--- config.mk ---
export PLATFORM = sky130hd
export DESIGN_NAME = io_port_ctrl
export DESIGN_NICKNAME = d
export VERILOG_FILES = /design/src/rtl/io_port_ctrl.sv
export SDC_FILE = /design/constraint.sdc
export NUM_CORES = 1
export LEC_CHECK = 0
export CORE_MARGIN = 2
export CORE_UTILIZATION = 43
export CTS_CLUSTER_DIAMETER = 60
export DETAILED_ROUTE_END_ITERATION = 12
export PLACE_DENSITY = 0.83
export SYNTH_ARGS = -nofsm -noshare
export SYNTH_HDL_FRONTEND = slang
export SYNTH_SLANG_ARGS = --single-unit
export TNS_END_PERCENT = 5
--- constraint.sdc ---
create_clock -name clock -period 2.6 [get_ports clock]
set_clock_uncertainty 0.15 [all_clocks]
set_input_delay 0.52 -clock clock [delete_from_list [all_inputs] [get_ports clock]]
set_output_delay 0.52 -clock clock [all_outputs]
set_load 0.02 [all_outputs]
--- src/rtl/io_port_ctrl.sv ---
// Memory-mapped IO port: debounced continue button gates switch reads into the core,
// and a bank of write-only output channels with a sticky bad-address flag.
module io_port_ctrl #(
  parameter int DATA_W     = 32,
  parameter int IN_W       = 18,
  parameter int N_OUT      = 3,
  parameter int ADDR_W     = 21,
  parameter int DEB_CYCLES = 4
) (
  input  logic                    clock,
  input  logic                    reset,
  input  logic [ADDR_W-1:0]       addr,
  input  logic [DATA_W-1:0]       wdata,
  input  logic                    write_o,
  input  logic                    read_i,
  input  logic [IN_W-1:0]         sw_in,
  input  logic                    cont_n,
  output logic [DATA_W-1:0]       rdata,
  output logic                    stall,
  output logic [N_OUT*DATA_W-1:0] out_bus,
  output logic                    addr_err
);

  localparam int CNT_W      = $clog2(DEB_CYCLES);
  localparam int ARM_CYCLES = DEB_CYCLES + 2;
  localparam int ARM_W      = $clog2(ARM_CYCLES + 1);
  localparam logic [CNT_W-1:0] CNT_LAST = CNT_W'(DEB_CYCLES - 1);
  localparam logic [ARM_W-1:0] ARM_DONE = ARM_W'(ARM_CYCLES);

  typedef enum logic [1:0] {ST_IDLE, ST_WAIT, ST_DONE} state_t;

  logic             s1_q, s1_d, s2_q, s2_d;
  logic             stable_q, stable_d;
  logic [CNT_W-1:0] cnt_q, cnt_d;
  logic             press_q, press_d;
  logic             armed_q, armed_d;
  logic [ARM_W-1:0] arm_cnt_q, arm_cnt_d;
  state_t           state_q, state_d;
  logic [DATA_W-1:0] rdata_q, rdata_d;
  logic             addr_err_q, addr_err_d;
  logic             capture;

  // Synchronizer and debouncer. Presses are only reported once "armed": either the
  // line has been seen high long enough after reset, or the debounced level has risen.
  // This keeps a button held through reset from looking like a fresh press.
  always_comb begin
    s1_d      = cont_n;
    s2_d      = s1_q;
    stable_d  = stable_q;
    cnt_d     = '0;
    press_d   = 1'b0;
    armed_d   = armed_q;
    arm_cnt_d = arm_cnt_q;
    if (s2_q != stable_q) begin
      if (cnt_q == CNT_LAST) begin
        stable_d = s2_q;
        press_d  = stable_q && armed_q;
        if (!stable_q) begin
          armed_d = 1'b1;
        end
      end else begin
        cnt_d = cnt_q + 1'b1;
      end
    end
    if (!s2_q) begin
      arm_cnt_d = '0;
    end else if (arm_cnt_q != ARM_DONE) begin
      arm_cnt_d = arm_cnt_q + 1'b1;
    end
    if (arm_cnt_q == ARM_DONE) begin
      armed_d = 1'b1;
    end
  end

  always_ff @(posedge clock) begin
    if (reset) begin
      s1_q      <= 1'b1;
      s2_q      <= 1'b1;
      stable_q  <= 1'b1;
      cnt_q     <= '0;
      press_q   <= 1'b0;
      armed_q   <= 1'b0;
      arm_cnt_q <= '0;
    end else begin
      s1_q      <= s1_d;
      s2_q      <= s2_d;
      stable_q  <= stable_d;
      cnt_q     <= cnt_d;
      press_q   <= press_d;
      armed_q   <= armed_d;
      arm_cnt_q <= arm_cnt_d;
    end
  end

  // Read handshake FSM: state register.
  always_ff @(posedge clock) begin
    if (reset) begin
      state_q <= ST_IDLE;
    end else begin
      state_q <= state_d;
    end
  end

  // Next state; dropping read_i while waiting abandons the read.
  always_comb begin
    state_d = state_q;
    case (state_q)
      ST_IDLE: if (read_i) state_d = ST_WAIT;
      ST_WAIT: begin
        if (!read_i) begin
          state_d = ST_IDLE;
        end else if (press_q) begin
          state_d = ST_DONE;
        end
      end
      ST_DONE: state_d = ST_IDLE;
      default: state_d = ST_IDLE;
    endcase
  end

  // Outputs: the core is released only in the DONE cycle.
  always_comb begin
    stall   = read_i && (state_q != ST_DONE) && !reset;
    capture = (state_q == ST_WAIT) && read_i && press_q;
  end

  always_comb begin
    rdata_d    = capture ? DATA_W'(sw_in) : rdata_q;
    addr_err_d = addr_err_q || (write_o && (addr >= ADDR_W'(N_OUT)));
  end

  always_ff @(posedge clock) begin
    if (reset) begin
      rdata_q    <= '0;
      addr_err_q <= 1'b0;
    end else begin
      rdata_q    <= rdata_d;
      addr_err_q <= addr_err_d;
    end
  end

  assign rdata    = rdata_q;
  assign addr_err = addr_err_q;

  genvar gi;
  generate
    for (gi = 0; gi < N_OUT; gi++) begin : g_chan
      logic [DATA_W-1:0] chan_q, chan_d;

      always_comb begin
        chan_d = chan_q;
        if (write_o && (addr == ADDR_W'(gi))) begin
          chan_d = wdata;
        end
      end

      always_ff @(posedge clock) begin
        if (reset) begin
          chan_q <= '0;
        end else begin
          chan_q <= chan_d;
        end
      end

      assign out_bus[gi*DATA_W +: DATA_W] = chan_q;
    end
  endgenerate

endmodule

Word level (Yosys, flattened, before mapping):

Index checks and enable logic that the tools add are counted.

* register bits: 127
* word-level logic and storage cells: 59
* output and inout bits: 130

* bitwise gates (word level): 3
* reductions and logical operators: 21
* add/sub/neg operators: 2
* mux-type cells: 8
* $lt $le $gt $ge: 1
* equal/unequal tests: 11

Operators with widths (count)
* $eq A21 B1 Y1 const B: 1
* $eq A21 B2 Y1 const B: 1
* $ge A21 B2 Y1 const B: 1
* $logic_not A21 Y1: 1
* $logic_and A1 B1 Y1: 9
* $mux W2: 3
* $ne A3 B3 Y1 const B: 2
* $reduce_or A3 Y1: 2
* $mux W1: 4
* $ne A2 B2 Y1 const B: 2
* $pmux W2 S2: 1
* $reduce_and A2 Y1: 2
* $reduce_bool A2 Y1: 2
* $add A3 B1 Y3 const B: 1
* $eq A3 B3 Y1 const B: 1
* $not A1 Y1: 3
* $reduce_and A3 Y1: 1
* $add A2 B1 Y2 const B: 1
* $eq A2 B1 Y1 const B: 1
* $eq A2 B2 Y1 const B: 1
* $logic_not A2 Y1: 1
* $ne A2 B1 Y1 const B: 1
* $reduce_or A2 Y1: 1
* $logic_not A1 Y1: 1
* 2 further kinds: 2

Depth between registers and ports, before layout:

Gate-level depths: netlist of the first run.

* depth in word-level cells: 4
* gate-level depth with buffers: 6
* mapped depth without buffers: 5

Least setup slack after synthesis of the first run:

No wires, ideal clock.

* kind: input to register
* from: input port addr[5]
* to: register g_chan[1].chan_q[10]
* required time: 2.330 ns
* slack: 0.586 ns
* library setup time: 0.120 ns
* cell stages on the path: 6
* arrival time: 1.744 ns
* cells stage by stage: nor4_2 nand3_2 or3_1 buf_2 buf_6 mux2i_1

* cells in the longest elaborated chain, start to end: 2

RTL lines
* start, declared: line 12 `input logic [ADDR_W-1:0] addr,`
* $eq A21 B1 Y1: line 152 `if (write_o && (addr == ADDR_W'(gi))) begin`
* $logic_and A1 B1 Y1: line 152
* end signal, assigned: line 161 `chan_q <= chan_d;`
* end, declared: line 148 `logic [DATA_W-1:0] chan_q, chan_d;`

No other way between the ends.
A chain may end at the register's enable or synchronous reset.

Worst setup path after layout of the first run:

* from: input port addr[13]
* to: register g_chan[2].chan_q[24]

* cells in the longest elaborated chain, start to end: 2

RTL lines (line)
* $eq A21 B2 Y1: 152
* $logic_and A1 B1 Y1: 152
* end signal, assigned: 161
* end, declared: 148

No other way between the ends.

==> flow_summary.toml, run 1 <==
[synthesis]
synth.largest_area_cell = "dfxtp_1"
yosys.area.top_type_share_pct = 49.4
synth_area_leaders = "dfxtp_1 49%, mux2i_1 19%, nand2b_1 16%, nand2_1 3.0%, buf_4 2.9%"
syn_area_per_cell_sq_um = 10.3
ys_ff_latch = 127
async_flop_share_pct = 0
syn_area_sq_um = 5150
yosysMostFrequentCell = "nand2b_1"
yosysWarnings = 0
ys.flop_type = "dfxtp_1"
synth-edff-count = 0
ys_top_cells_by_count = "130 x nand2b_1, 127 x dfxtp_1, 96 x mux2i_1"
synth_cell_type_count = 30
synthCells = 502
seq_area_frac_synth_pct = 49.4

[worst_setup_path]
start_kind = "primary input"
crit_type = "in -> reg"
worstPathArrival_ns = 2.36
cp-end-kind = "flip-flop"
crit_fanout = 13
ff2ff_path_depth = 3
cp_data_required_time_ns = 2.77

[drt]
routed_wl_mm = 13.0
drtIter0Drc = 205
drtPass1Iterations = 4
ant_nets = 0
via_per_inst = 4.81
wire_per_inst_um = 15.3
drc = 0
route.vias.total = 4083

[worst_hold_path]
worstHoldPathCells = 1
worstHoldPathType = "reg -> reg"

[clock_network]
cts_max_level = 4
cts_buffer_depth = 2
cts.sinks = 127
holdBufCountCts = 0
numCtsBuffers = 17
root_buffer = "clkbuf_16"
tritoncts = "built"
post_cts_buffers = 0
clk_pin_slew_worst_paths_ns = 0.06
clk_latency_ns = 0.40

[power]
power_w = 0.00465
power.density_nw_per_um2 = 598
ir_worst_vdd_uv = 316
p_leak_nw = 2.93

[timing]
hold_violations = 0
slew_viol_final = 0
worst_slew_pin_slew_ns = 1.18
post-route-period-util_pct = 84.1
fin_ws_ns = 0.414
relSlewSlack_pct = 21.6
clock.fmax_ghz = 0.457
setup_viol = 0
fin_crit_ns = 2.19
rsz0062_at_grt = "no"
finalSetupTns_ns = 0

[die]
die_x_um = 113
boundaryPins = 206
die-height_um = 113
initial_core_util_pct = 44.5
fp.coreArea_sq_um = 11600
dieArea_sq_um = 12900
num_rows = 39

[run_status]
status = "completed"

[cells_and_area]
multi_input_area_sq_um = 2390
drive_above_1_share_pct = 7.09
fillers = 886
area_growth_pct = 50.9
antenna_cells = 0
regArea_sq_um = 2540
finalNetCount = 771

[flow_run]
cap_violations = 0

[placed_design]
place_congestion = 0.757
port_buffers = 191
dp_hpwl_mm = 9.35
place_ws_ns = -0.0272

[grt]
antenna_found_initial = 0
grt_pass1_wl_mm = 20.9
grt_use_total_pct = 20.4
grt_remaining_overflow = 0
grt_max_degree = 156
grt_pass1_vias = 4304
-- power breakdown --
part / switching (W) / leakage, nW / internal (W) / total (W)
combinational: 0.000102 / 1.61 / 0.000151 / 0.000253
clock: 0.000823 / 0.295 / 0.00161 / 0.00243
sequential: 0.00000691 / 1.02 / 0.00196 / 0.00196
-- critical path, cell delays in order --
cell and delay, ns:
clkdlybuf4s50_1 0.41, nor4_2 0.30, nand3_2 0.13, buf_4 0.18, nor4_4 0.27, buf_4 0.31, mux2i_1 0.23
-- kinds of logic after synthesis --
logic type / synth area share [%]
AO/OA/AOI/OAI: 2.67
buffers and inverters: 5.34
multiplexers: 18.7
AND/OR/NAND/NOR: 22.8
XOR/XNOR: 0.340
flip-flops: 49.4
other: 0.0728
adder cells (fa/ha/maj): 0.729
-- final cells by class --
class                      instances  share of cell area, %
clock buffer                      23                   6.28
tap                              143                   2.30
clock inverter                     9                   1.69
inverter                           3                  0.145
multi-input combinational        341                   30.7
sequential                       127                   32.7
timing repair buffer             202                   26.1
-- placed cells by master (no fill, tap or decap), types with 2 or more instances in the layout --
master / instances
clkdlybuf4s50_1: 189
nand2b_1: 130
dfxtp_1: 127
mux2i_1: 96
nand2_1: 41
a21oi_1: 21
clkbuf_16: 17
conb_1: 14
nor2_1: 9
buf_4: 9
clkbuf_8: 4
inv_1: 3
nor3_1: 3
nand3b_1: 3
ha_1: 3
clkinvlp_4: 3
bufinv_16: 3
buf_12: 3
nor4_2: 2
nor4_1: 2
xnor2_1: 2
a211oi_1: 2
or2_2: 2
clkinv_2: 2
clkbuf_1: 2
-- layer usage --
layer	routed length, um	GRT usage (%)
met5	0	0
met4	226	6.99
met3	854	7.39
met2	6610	35.5
met1	5290	23.2
-- registers in the layout, indices dropped and copies added, names as in the netlist --
signal,cells
state_q,2
cnt_q,2
g_chan.chan_q,96
addr_err,1
arm_cnt_q,3
press_q,1
armed_q,1
s1_q,1
s2_q,1
rdata,18
stable_q,1
-- metrics by stage --
step	util [%]	hold slack, ns	instances	instance area, sq um
4_1_cts	67.2	0.267	848	7770
3_3_place_gp	61.8	0.248	816	7150
2_1_floorplan	-	0.239	515	5200
6_report	67.2	0.267	848	7770
5_1_grt	67.2	0.275	848	7770
3_5_place_dp	61.8	0.243	816	7150
-- what timing repair did --
| action | 4_1_cts | 5_1_grt |
|---|---|---|
| resized for setup | 0 | 1 |
| setup endpoints to repair | 0 | 1 |
| hold endpoints to repair | 0 | 0 |
-- worst paths after layout --
path | slack, ns | endpoint | startpoint
worst max register to register | 1.06 | rdata[0] | state_q[1]
worst min-delay path | 0.27 | s2_q | s1_q
worst min register to register | 0.27 | s2_q | s1_q
worst max-delay path | 0.41 | g_chan[2].chan_q[24] | addr[13]
(Power assumes the default switching activity.)
==> run 2, diff against run 1 <==
clock period = 2.1 ns   (was 2.6 ns; I/O delays follow)
==> run 2 against run 1 <==
  * Count of clock-buffer cells in the layout down 2
  * Sequential power up 24%
  * Highest routed layer unchanged
  * First-iteration DRC count down 39%
  * Die area unchanged
  * Via count about the same
  * Routed wire length down 0.39%
  * Largest cell class unchanged
==> flow_summary.toml, run 2 (synthesis results as in run 1) <==
[cells_and_area]
regMostFlops = "g_chan.chan_q"
antenna_cells = 0
final_common_cell = "clkdlybuf4s50_1"
final_cell_mix = "189 x clkdlybuf4s50_1, 130 x nand2b_1, 127 x dfxtp_1, 96 x mux2i_1, 41 x nand2_1"
largest_reg_flops = 96
area_growth_pct = 51.9
finalNetCount = 778
drive_above_1_share_pct = 8.43
fin_area_sq_um = 7820
postLayoutCoreUtil_pct = 67.6

[worst_setup_path]
critPathLaunch = "addr[13]"
crit_end = "g_chan[1].chan_q[22]"
cp_top_family = "simple AND/OR/NAND/NOR gates"
crit_buf_inv = 2
r2r_end = "arm_cnt_q[1]"
start_kind = "primary input"
worstPathArrival_ns = 2.16
crit_type = "in -> reg"
reg2reg_from = "arm_cnt_q[0]"
cp.depth = 6
crit_fanout = 13
r2r_slack_ns = 0.80
path_cells = "clkdlybuf4s50_1, nor4_2, nand3_2, or3_2, buf_6, mux2i_1"
critPathSlowestCell = "or3_2"
cp-end-kind = "flip-flop"
cp_data_required_time_ns = 2.24
ff2ff_path_depth = 5
slowest_delay_ns = 0.55

[clock_network]
numCtsBuffers = 17
root_buffer = "clkbuf_16"
tritoncts = "built"
cts_max_level = 4
cts_buffer_depth = 2
clk_pin_slew_worst_paths_ns = 0.05
cts.sinks = 127
clk_latency_ns = 0.41
holdBufCountCts = 0

[drt]
route.vias.total = 4082
wire_per_inst_um = 15.1
drtPass1Iterations = 4
drc = 0
routed_wl_mm = 12.9
via_per_inst = 4.77
drtIter0Drc = 126
ant_nets = 0

[timing]
hold_violations = 0
fin_crit_ns = 2.02
post-route-period-util_pct = 96.2
clock.fmax_ghz = 0.495
setup_viol = 0
slew_viol_final = 0

[worst_hold_path]
worstHoldPathCells = 3
worstHoldPathType = "in -> reg"

[power]
power_frac_seq_pct = 43.6
pwr-share-comb_pct = 5.7
ir_worst_vdd_uv = 503
swShare_pct = 21.0
switchingPower_w = 0.00117
power_frac_clock_pct = 50.7
power.density_nw_per_um2 = 713
intPower_w = 0.00441
p_leak_nw = 2.95

[grt]
grt_remaining_overflow = 0
grt_pass1_vias = 4350
grt_use_total_pct = 20.4
grt_pass1_wl_mm = 20.8
antenna_found_initial = 0
grt_max_degree = 156

[placed_design]
placed_area_sq_um = 7200
dp_hpwl_mm = 9.24
port_buffers = 191
place_congestion = 0.735

[die]
boundaryPins = 206
initial_core_util_pct = 44.5
num_rows = 39
dieArea_sq_um = 12900
fp.coreArea_sq_um = 11600
die-height_um = 113
die_x_um = 113

[run_status]
status = "completed"

[flow_run]
cap_violations = 0
[run 2: cell types whose count changed in the layout (fill, tap and decap cells not counted), moves of 2 or more]
cell / previous run / this run
buf_6: 0 / 4
clkinv_2: 2 / 5
clkbuf_8: 4 / 2
nor4_1: 2 / 0
nor4_2: 2 / 4
[run 2: area by class of cell]
cell class	instances	area, sq um
clock inverters	11	115
inverters	3	11.3
clock buffers	21	460
well taps	143	179
flip-flops and latches	127	2540
fillers	886	3740
multi-input cells	341	2400
repair buffers	209	2110
[run 2: tightest hold or removal path: cells and delay by family]
kind                   cells  cell delay, ns
and+or+nand+nor            1            0.12
AOI/OAI and AO/OA          1            0.05
buffers and inverters      1            0.10
[run 2: routing by layer]
| metal | part of all wire, % | track usage [%] | vias up | wire [um] |
|---|---|---|---|---|
| li1 | - | - | 2019 | - |
| met1 | 41 | 22.9 | 1908 | 5270 |
| met2 | 51 | 35.1 | 136 | 6530 |
| met3 | 7.0 | 7.33 | 19 | 900 |
| met4 | 1.8 | 8.46 | 0 | 230 |
| met5 | 0 | 0 | - | 0 |
[run 2: what timing repair did]
item                                    4_1_cts  5_1_grt
gates resized for setup                       1       12
endpoints found under the setup margin        1       36
buffers inserted                              0        1
cloned                                        0        1
pin swaps                                     0        2
[run 2: how the worst min path moves through the flow]
stage               startpoint         end  slack (ns)
floorplan                 s1_q        s2_q        0.24
global placement          s1_q        s2_q        0.26
finish                   reset  state_q[0]        0.19
global route             reset  state_q[0]        0.22
CTS                      reset  state_q[0]        0.18
detailed placement        s1_q        s2_q        0.26
[run 2: stage by stage]
step / power [W] / worst slack (ns) / hold slack [ns] / cells / setup TNS, ns
after CTS: 0.00563 / 0.00773 / 0.182 / 853 / 0
after global routing: 0.00577 / -0.00912 / 0.220 / 855 / -0.0311
after detailed placement: 0.00280 / -0.422 / 0.263 / 821 / -33.50
after floorplan: 0.00264 / 0.186 / 0.239 / 515 / 0
final: 0.00558 / 0.0796 / 0.193 / 855 / 0
after global placement: 0.00279 / -0.347 / 0.255 / 821 / -29.03
[run 2: power groups by stage]
stage	Clock [W]	Sequential (W)	Combinational, W
2_1_floorplan	0	0.00248	0.000156
3_3_place_gp	0	0.00248	0.000311
3_5_place_dp	0	0.00248	0.000317
4_1_cts	0.00288	0.00243	0.000319
5_1_grt	0.00300	0.00243	0.000345
6_report	0.00283	0.00243	0.000319
==> run 3, diff against run 2 <==
CTS_CLUSTER_DIAMETER = 120   (was 60)
==> results of run 3 <==
Same layout as run 2: the final DEF is identical, and so are final timing and power.
